===== src/rtl/fpmul_share_arb.sv =====
// fpmul_share_arb: round-robin scheduler sharing one combinational FP32 /
// packed-BF16 multiplier between two requesters. Credit-based admission
// guarantees every issued result has a slot in its requester's response FIFO.
// Optional performance counters are enabled by FPMUL_SHARE_ARB_PERF_EN.

package fpmul_share_arb_pkg;
    typedef enum logic {FP32 = 1'b0, FP16 = 1'b1} fp_fmt_e;
    typedef enum logic [1:0] {OP_ADD = 2'd0, OP_SUB = 2'd1, OP_MUL = 2'd2} fp_op_e;
endpackage

module fpmul_share_arb
    import fpmul_share_arb_pkg::*;
#(
    parameter int unsigned LAT       = 1,
    parameter int unsigned RSP_DEPTH = 4,
    parameter int unsigned TAG_W     = 4
) (
    input  logic             clk,
    input  logic             rst_n,
`ifdef FPMUL_SHARE_ARB_PERF_EN
    input  logic             perf_clr,
    output logic [15:0]      perf_grant0,
    output logic [15:0]      perf_grant1,
    output logic [15:0]      perf_conflict,
`endif
    input  logic             req0_valid,
    output logic             req0_ready,
    input  fp_fmt_e          req0_fmt,
    input  logic [31:0]      req0_x,
    input  logic [31:0]      req0_y,
    input  logic [TAG_W-1:0] req0_tag,
    input  logic             req1_valid,
    output logic             req1_ready,
    input  fp_fmt_e          req1_fmt,
    input  logic [31:0]      req1_x,
    input  logic [31:0]      req1_y,
    input  logic [TAG_W-1:0] req1_tag,
    output logic             rsp0_valid,
    input  logic             rsp0_ready,
    output logic [31:0]      rsp0_r,
    output logic [TAG_W-1:0] rsp0_tag,
    output logic             rsp1_valid,
    input  logic             rsp1_ready,
    output logic [31:0]      rsp1_r,
    output logic [TAG_W-1:0] rsp1_tag,
    output fp_op_e           mul_opcode,
    output fp_fmt_e          mul_fmt,
    output logic [31:0]      mul_x,
    output logic [31:0]      mul_y,
    input  logic [31:0]      mul_r
);

    localparam int unsigned PW = (RSP_DEPTH > 1) ? $clog2(RSP_DEPTH) : 1;
    localparam int unsigned CW = $clog2(RSP_DEPTH + 1) + 1;

    logic [1:0]    req_valid, rsp_ready, elig, grant, wr_en, pop;
    logic          rr_q, rr_d;
    logic [CW-1:0] infl_q [2];
    logic [CW-1:0] infl_d [2];
    logic [CW-1:0] occ_q  [2];
    logic [CW-1:0] occ_d  [2];

    logic             s0_valid_q, s0_id_q;
    fp_fmt_e          s0_fmt_q;
    logic [31:0]      s0_x_q, s0_y_q;
    logic [TAG_W-1:0] s0_tag_q;

    logic             p_valid_q [LAT];
    logic             p_id_q    [LAT];
    logic [31:0]      p_r_q     [LAT];
    logic [TAG_W-1:0] p_tag_q   [LAT];

    logic [31:0]      fifo_r_q   [2][RSP_DEPTH];
    logic [TAG_W-1:0] fifo_tag_q [2][RSP_DEPTH];
    logic [PW-1:0]    wr_ptr_q [2];
    logic [PW-1:0]    rd_ptr_q [2];

    function automatic logic [PW-1:0] ptr_inc(input logic [PW-1:0] p);
        return (p == PW'(RSP_DEPTH - 1)) ? '0 : p + 1'b1;
    endfunction

    assign req_valid = {req1_valid, req0_valid};
    assign rsp_ready = {rsp1_ready, rsp0_ready};

    // Credit check on registered counts, FIFO write from the last pipe stage, pop
    always_comb begin
        elig  = '0;
        wr_en = '0;
        pop   = '0;
        for (int unsigned n = 0; n < 2; n++) begin
            elig[n]  = req_valid[n] && ((infl_q[n] + occ_q[n]) < CW'(RSP_DEPTH));
            wr_en[n] = p_valid_q[LAT-1] && (p_id_q[LAT-1] == 1'(n));
            pop[n]   = (occ_q[n] != '0) && rsp_ready[n];
        end
    end

    // Round-robin grant; ready is held low while reset is asserted
    always_comb begin
        grant = '0;
        rr_d  = rr_q;
        if (rst_n) begin
            if (elig[0] && (!elig[1] || !rr_q)) begin
                grant[0] = 1'b1;
            end else if (elig[1]) begin
                grant[1] = 1'b1;
            end
        end
        if (grant[0]) begin
            rr_d = 1'b1;
        end else if (grant[1]) begin
            rr_d = 1'b0;
        end
    end

    assign req0_ready = grant[0];
    assign req1_ready = grant[1];

    // In-flight and occupancy counters net simultaneous increments/decrements
    always_comb begin
        for (int unsigned n = 0; n < 2; n++) begin
            infl_d[n] = infl_q[n] + CW'(grant[n]) - CW'(wr_en[n]);
            occ_d[n]  = occ_q[n] + CW'(wr_en[n]) - CW'(pop[n]);
        end
    end

    // Arbiter pointer, counters and FIFO pointers
    always_ff @(posedge clk or negedge rst_n) begin
        if (!rst_n) begin
            rr_q <= 1'b0;
            for (int unsigned n = 0; n < 2; n++) begin
                infl_q[n]   <= '0;
                occ_q[n]    <= '0;
                wr_ptr_q[n] <= '0;
                rd_ptr_q[n] <= '0;
            end
        end else begin
            rr_q <= rr_d;
            for (int unsigned n = 0; n < 2; n++) begin
                infl_q[n] <= infl_d[n];
                occ_q[n]  <= occ_d[n];
                if (wr_en[n]) wr_ptr_q[n] <= ptr_inc(wr_ptr_q[n]);
                if (pop[n])   rd_ptr_q[n] <= ptr_inc(rd_ptr_q[n]);
            end
        end
    end

    // Issue register: operands of the granted request, zeros when idle
    always_ff @(posedge clk or negedge rst_n) begin
        if (!rst_n) begin
            s0_valid_q <= 1'b0;
            s0_id_q    <= 1'b0;
            s0_fmt_q   <= FP32;
            s0_x_q     <= '0;
            s0_y_q     <= '0;
            s0_tag_q   <= '0;
        end else begin
            s0_valid_q <= |grant;
            s0_id_q    <= grant[1];
            s0_fmt_q   <= grant[1] ? req1_fmt : (grant[0] ? req0_fmt : FP32);
            s0_x_q     <= grant[1] ? req1_x   : (grant[0] ? req0_x   : '0);
            s0_y_q     <= grant[1] ? req1_y   : (grant[0] ? req0_y   : '0);
            s0_tag_q   <= grant[1] ? req1_tag : (grant[0] ? req0_tag : '0);
        end
    end

    assign mul_opcode = OP_MUL;
    assign mul_fmt    = s0_fmt_q;
    assign mul_x      = s0_x_q;
    assign mul_y      = s0_y_q;

    // Result pipeline: captures the product, then shifts every cycle without stalling
    always_ff @(posedge clk or negedge rst_n) begin
        if (!rst_n) begin
            for (int unsigned i = 0; i < LAT; i++) begin
                p_valid_q[i] <= 1'b0;
                p_id_q[i]    <= 1'b0;
                p_r_q[i]     <= '0;
                p_tag_q[i]   <= '0;
            end
        end else begin
            p_valid_q[0] <= s0_valid_q;
            p_id_q[0]    <= s0_id_q;
            p_r_q[0]     <= mul_r;
            p_tag_q[0]   <= s0_tag_q;
            for (int unsigned i = 1; i < LAT; i++) begin
                p_valid_q[i] <= p_valid_q[i-1];
                p_id_q[i]    <= p_id_q[i-1];
                p_r_q[i]     <= p_r_q[i-1];
                p_tag_q[i]   <= p_tag_q[i-1];
            end
        end
    end

    // Response FIFO storage; contents are only visible while the FIFO is non-empty
    always_ff @(posedge clk) begin
        for (int unsigned n = 0; n < 2; n++) begin
            if (wr_en[n]) begin
                fifo_r_q[n][wr_ptr_q[n]]   <= p_r_q[LAT-1];
                fifo_tag_q[n][wr_ptr_q[n]] <= p_tag_q[LAT-1];
            end
        end
    end

    assign rsp0_valid = (occ_q[0] != '0);
    assign rsp1_valid = (occ_q[1] != '0);
    assign rsp0_r     = rsp0_valid ? fifo_r_q[0][rd_ptr_q[0]]   : '0;
    assign rsp0_tag   = rsp0_valid ? fifo_tag_q[0][rd_ptr_q[0]] : '0;
    assign rsp1_r     = rsp1_valid ? fifo_r_q[1][rd_ptr_q[1]]   : '0;
    assign rsp1_tag   = rsp1_valid ? fifo_tag_q[1][rd_ptr_q[1]] : '0;

`ifdef FPMUL_SHARE_ARB_PERF_EN
    logic [15:0] perf_g0_q, perf_g1_q, perf_cf_q;

    // Saturating grant/conflict counters; clear has priority over counting
    always_ff @(posedge clk or negedge rst_n) begin
        if (!rst_n) begin
            perf_g0_q <= '0;
            perf_g1_q <= '0;
            perf_cf_q <= '0;
        end else if (perf_clr) begin
            perf_g0_q <= '0;
            perf_g1_q <= '0;
            perf_cf_q <= '0;
        end else begin
            if (grant[0] && (perf_g0_q != '1)) perf_g0_q <= perf_g0_q + 1'b1;
            if (grant[1] && (perf_g1_q != '1)) perf_g1_q <= perf_g1_q + 1'b1;
            if (req0_valid && req1_valid && (perf_cf_q != '1)) perf_cf_q <= perf_cf_q + 1'b1;
        end
    end

    assign perf_grant0   = perf_g0_q;
    assign perf_grant1   = perf_g1_q;
    assign perf_conflict = perf_cf_q;
`endif

endmodule


===== config.mk =====
export PLATFORM = sky130hd
export DESIGN_NAME = fpmul_share_arb
export DESIGN_NICKNAME = d
export VERILOG_FILES = /design/src/rtl/fpmul_share_arb.sv
export SDC_FILE = /design/constraint.sdc
export NUM_CORES = 1
export LEC_CHECK = 0
export CORE_MARGIN = 4
export CORE_UTILIZATION = 56
export DETAILED_ROUTE_END_ITERATION = 7
export GPL_ROUTABILITY_DRIVEN = 0
export MAX_ROUTING_LAYER = met4
export PLACE_DENSITY = 0.85
export SKIP_CTS_REPAIR_TIMING = 1
export SYNTH_ARGS = -nofsm -noshare
export SYNTH_HDL_FRONTEND = slang
export SYNTH_SLANG_ARGS = --single-unit
export TNS_END_PERCENT = 30

===== constraint.sdc =====
create_clock -name clk -period 8.9 [get_ports clk]
set_input_delay 2.67 -clock clk [delete_from_list [all_inputs] [get_ports clk]]
set_output_delay 2.67 -clock clk [all_outputs]
set_load 0.01 [all_outputs]

==> results of run 1 <==
==> sequential cells by signal (all words and copies together) (netlist names), 4 cells and up <==
register	cells
fifo_r_q	256
fifo_tag_q	32
infl_q	8
mul_x	32
mul_y	32
occ_q	8
p_r_q	32
p_tag_q	4
rd_ptr_q	4
s0_tag_q	4
wr_ptr_q	4
==> worst max path at each step <==
stage                     from    endpoint  slack [ps]  depth (start not counted)
floorplan                rst_n  req1_ready        2350                          6
global placement    req0_valid  req0_ready        1470                          6
detailed placement  req0_valid  req0_ready        1470                          6
CTS                 req0_valid  req0_ready        1460                          6
global route             rst_n  req1_ready        1390                          6
finish              req0_valid  req0_ready        1470                          6
==> through the flow <==
| stage | power [mW] | cell area [um2] | hold WS, ps |
|---|---|---|---|
| floorplan | 4.00 | 16700 | 331 |
| global placement | 5.04 | 20100 | 333 |
| detailed placement | 5.10 | 20100 | 336 |
| CTS | 6.85 | 21500 | 350 |
| global route | 7.12 | 21500 | 361 |
| finish | 6.78 | 21500 | 347 |
==> final cells by class <==
cell class                 instances  area, um2
antenna                            6       15.0
clock buffer                      62       1230
clock inverter                    16        153
fill                            1742       7490
inverter                          38        143
multi-input combinational        459       4280
sequential                       422      12000
tap                              384        480
timing repair buffer             323       3220
==> critical path, cell delays in order <==
cell and delay, ps:
clkdlybuf4s50_1 460, nor4bb_1 410, o22ai_4 120, buf_4 270, nor2_1 220, clkdlybuf4s50_1 610
==> per-layer routing <==
layer | share of wire | global-route usage | wire (um) | vias to the layer above
met3 | 0.076 | 0.0593 | 3000 | 72
met2 | 0.52 | 0.418 | 20600 | 403
li1 | - | - | - | 4172
met1 | 0.37 | 0.296 | 14500 | 4765
met4 | 0.033 | 0.0886 | 1320 | 0
met5 | 0 | - | 0 | -
==> cell usage after synthesis <==
cell type,number,area [um2]
a21o_1,6,45.0
a21oi_1,4,20.0
a31o_2,1,8.76
a31oi_1,2,12.5
and2_1,77,482
and3_1,5,31.3
buf_1,3,11.3
buf_2,6,30.0
buf_4,10,75.1
buf_6,7,78.8
clkbuf_1,24,90.1
conb_1,2,7.51
dfrtp_1,134,3350
edfxtp_1,288,8650
fa_1,4,80.1
ha_1,32,400
inv_1,38,143
mux2_2,2,22.5
mux2i_1,69,691
mux4_2,72,1620
nand2_1,147,552
nand2_4,1,11.3
nand3_1,4,20.0
nor2_1,2,7.51
nor2b_1,1,6.26
nor3_1,4,20.0
nor4bb_1,1,10.0
o21ai_0,5,25.0
o22ai_1,2,12.5
or3_1,1,6.26
or4_4,1,11.3
xnor2_1,10,87.6
xor2_1,3,26.3
xor3_1,1,23.8
==> power by group through the flow <==
| stage | combinational (mW) | clock, mW | sequential, mW |
|---|---|---|---|
| 6_report | 2.41 | 1.74 | 2.63 |
| 5_1_grt | 2.59 | 1.85 | 2.67 |
| 4_1_cts | 2.45 | 1.76 | 2.64 |
| 3_5_place_dp | 2.43 | 0 | 2.67 |
| 3_3_place_gp | 2.38 | 0 | 2.65 |
| 2_1_floorplan | 1.41 | 0 | 2.59 |
==> cells by family (layout without fill, tap and decap cells) <==
family	Yosys count	in the layout	synth area share
xor gates and xnor gates	14	14	0.00826
and+or+nand+nor	244	244	0.0694
muxes	143	143	0.140
other	2	8	0.000450
adders and majority gates	36	36	0.0288
AOI/OAI and AO/OA	20	20	0.00743
DFF	422	422	0.720
buffers and inverters	88	439	0.0257
==> run metrics, run 1 <==
syn nets 1,181; clock group share of total power 0.256; via count 9,412; Finish-stage setup viols 0; share of layout cells above drive strength 1 0.122; crit path launch type input pin; worst-path fanout max 24; Max Slew Vio Count 0; clk_skew 23.0 ps; RSZ-0062 raised after global routing no; die width 181 um; leakage 8.36 nW; antenna violations before repair 7; reg-to-reg slack, setup 5710 ps; PortBufs 316; synthesized instance count 969; commonest non-fill, non-tap cell in the layout clkdlybuf4s50_1; sink of the worst hold path p_tag_q[1]; Net count, final 1,498; Syn-to-layout area delta 29.1%; # H-tree levels 2; CTS Root Buffer Type clkbuf_16; Power Density 315 nW/um2; Critical R2R Launch occ_q[3]; largest net degree at the start of global routing 90; Critical R2R Capture occ_q[2]; Period minus WS final 7430 ps; most frequent cells in the layout clkdlybuf4s50_1, edfxtp_1, nand2_1; Final period util 0.835; DP Wirelength 24.7 mm; PnR worst setup slack 1470 ps; Final Instance Count excl. Fillers 1,710; Core Box Area 29,000 um2; wire length of the first global-routing pass 59.1 mm; flops & latches, synth 422; Seq pwr share 0.388; relative slew slack 0.228; Max Clock Freq 0.135 GHz; height of the chip 181 um; # rows 62; YS warnings 0; TritonCTS clock tree done; clk sinks 422; WP data arrival 4760 ps; Req. time, crit path 6230 ps; num ports 319; Cells after DPL 1,626; Clk Latency, worst-skew pair 530 ps; total global-route track usage 0.248; Remaining DRCs 0; outcome finished clean; global route overflow 0; Sw Share 0.299; die area 32,600 um2; mapped cell area 16,700 um2; Worst Hold Depth 0; WL per Instance 23.1 um; Slew @ Worst Pin 1160 ps; setup TNS 0 ps; Worst Min Path Start s0_tag_q[1]; Mean Syn Cell Area 17.2 um2; Comb power frac 0.356; clk slew on worst S/H paths 60 ps; post-synthesis sequential area ratio 0.720; WL final 39.5 mm; First-pass DRT Iterations 5; final design utilization 0.742; clk buf depth 3; Psw 2.03 mW; Max IR drop VDD 0.347 mV; number of global-route vias before repair 9,961; pre-CTS worst setup slack 1470 ps; Starting Density 0.575; P_int 4.76 mW; Hold Vio Cnt, Final 0; max_cap viols 0; CTS Buf Count 42; drt via density 5.50; r2r worst-path depth 11; kind of critical path input pin to output port; initial drt markers 704; HP Class flip-flop to flip-flop; library cells used by synthesis 34; CP endpoint kind output port; post-route ant nets 0
(Power assumes the default switching activity.)
==> run 2: changes to the inputs <==
--- a/config.mk
+++ b/config.mk
@@ -6,11 +6,11 @@
 export NUM_CORES = 1
 export LEC_CHECK = 0
 export CORE_MARGIN = 4
-export CORE_UTILIZATION = 56
+export CORE_UTILIZATION = 52
 export DETAILED_ROUTE_END_ITERATION = 7
 export GPL_ROUTABILITY_DRIVEN = 0
 export MAX_ROUTING_LAYER = met4
-export PLACE_DENSITY = 0.85
+export PLACE_DENSITY = 0.8
 export SKIP_CTS_REPAIR_TIMING = 1
 export SYNTH_ARGS = -nofsm -noshare
 export SYNTH_HDL_FRONTEND = slang
==> constraint.sdc (replaced) <==
create_clock -name clk -period 7.1 [get_ports clk]
set_input_delay 2.13 -clock clk [delete_from_list [all_inputs] [get_ports clk]]
set_output_delay 2.13 -clock clk [all_outputs]
set_load 0.01 [all_outputs]
==> run metrics, run 2 (same netlist as run 1, synthesis figures left out) <==
Worst Min Path Start s0_tag_q[1]; reg-to-reg slack, setup 3890 ps; # rows 65; WP data arrival 4060 ps; Syn-to-layout area delta 29.7%; largest net degree at the start of global routing 171; Remaining DRCs 0; most frequent cells in the layout clkdlybuf4s50_1, edfxtp_1, nand2_1; clk buf depth 3; max_cap viols 0; Max Slew Vio Count 0; WL final 38.8 mm; Period minus WS final 6190 ps; # H-tree levels 2; PnR worst setup slack 912 ps; pre-CTS worst setup slack 904 ps; fill cell count 2,120; Starting Density 0.528; antenna violations before repair 7; Critical R2R Capture occ_q[6]; wire length of the first global-routing pass 59.3 mm; Req. time, crit path 4970 ps; number of global-route vias before repair 10,200; relative slew slack 0.207; HP Class flip-flop to flip-flop; TritonCTS clock tree done; Finish-stage setup viols 0; Clk Latency, worst-skew pair 530 ps; Power Density 396 nW/um2; Psw 2.53 mW; height of the chip 187 um; die area 35,000 um2; post-route ant nets 0; Max IR drop VDD 0.292 mV; share of layout cells above drive strength 1 0.125; setup TNS 0 ps; CTS Buf Count 44; DP Wirelength 23.8 mm; clock group share of total power 0.262; Comb power frac 0.346; crit path launch type input pin; clk_skew 16.2 ps; r2r worst-path depth 11; P_int 6.03 mW; clk slew on worst S/H paths 60 ps; First-pass DRT Iterations 5; Critical R2R Launch occ_q[6]; Slew @ Worst Pin 1190 ps; Final period util 0.872; CTS Root Buffer Type clkbuf_16; leakage 8.40 nW; drt via density 5.38; commonest non-fill, non-tap cell in the layout clkdlybuf4s50_1; Core Box Area 31,600 um2; total global-route track usage 0.228; global route overflow 0; Sw Share 0.295; PortBufs 316; RSZ-0062 raised after global routing no; worst-path fanout max 3; kind of critical path input pin to output port; sink of the worst hold path p_tag_q[1]; CP endpoint kind output port; Hold Vio Cnt, Final 0; clk sinks 422; initial drt markers 694; WL per Instance 22.4 um; Max Clock Freq 0.162 GHz; num ports 319; die width 187 um; Net count, final 1,503; Worst Hold Depth 0; Seq pwr share 0.391; final design utilization 0.685; via count 9,322; outcome finished clean; max reg flops 256
==> run 2: cell count changes in the layout (fill, tap and decap cells not counted), moves of 2 or more <==
cell / previous run / this run
clkbuf_8: 7 / 5
clkbuf_16: 44 / 46
clkbuf_1: 12 / 14
buf_4: 7 / 9
clkinvlp_4: 0 / 2
==> run 2: worst max path at each step <==
stage                     startpoint         end  slack (ps)  depth (start not counted)
after global routing      req1_valid  req1_ready         840                          6
after global placement    req1_valid  req1_ready         920                          6
after floorplan                rst_n  req1_ready        1630                          6
after detailed placement  req1_valid  req1_ready         900                          6
final                     req1_valid  req1_ready         910                          6
after CTS                 req1_valid  req1_ready         900                          6
==> run 2: through the flow <==
step,cell area (um2),total power [mW],hold slack [ps],cells
floorplan,16700,5.01,331,969
global placement,20200,6.31,334,1647
detailed placement,20200,6.39,336,1647
CTS,21600,8.67,345,1727
global route,21600,9.02,354,1734
finish,21600,8.56,347,1734
==> run 2: layer usage <==
layer / share of wire / global-route usage / wire length (um) / vias to the layer above
li1: - / - / - / 4175
met1: 0.39 / 0.281 / 15000 / 4676
met2: 0.50 / 0.373 / 19300 / 412
met3: 0.091 / 0.0659 / 3520 / 59
met4: 0.024 / 0.0657 / 938 / 0
met5: 0 / - / 0 / -
==> run 2: power by group through the flow <==
stage / registers [mW] / logic [mW] / clock network, mW
final: 3.35 / 2.96 / 2.25
after floorplan: 3.25 / 1.77 / 0
after global routing: 3.41 / 3.19 / 2.41
after detailed placement: 3.41 / 2.98 / 0
after global placement: 3.39 / 2.93 / 0
after CTS: 3.37 / 3.01 / 2.29
==> run 2: cell type report <==
type                       instances  area [um2]  area share
sequential                       422       12000       0.555
tap                              402         503      0.0233
clock inverter                    16         166     0.00770
multi-input combinational        459        4280       0.198
clock buffer                      64        1260      0.0582
inverter                          38         143     0.00660
timing repair buffer             326        3250       0.150
antenna                            7        17.5    0.000810
==> run 2: critical path, cell delays in order <==
cell and delay [ps]:
clkdlybuf4s50_1 490, nand2_1 70, or4_4 450, nand2_4 90, and2_1 190, clkdlybuf4s50_1 630
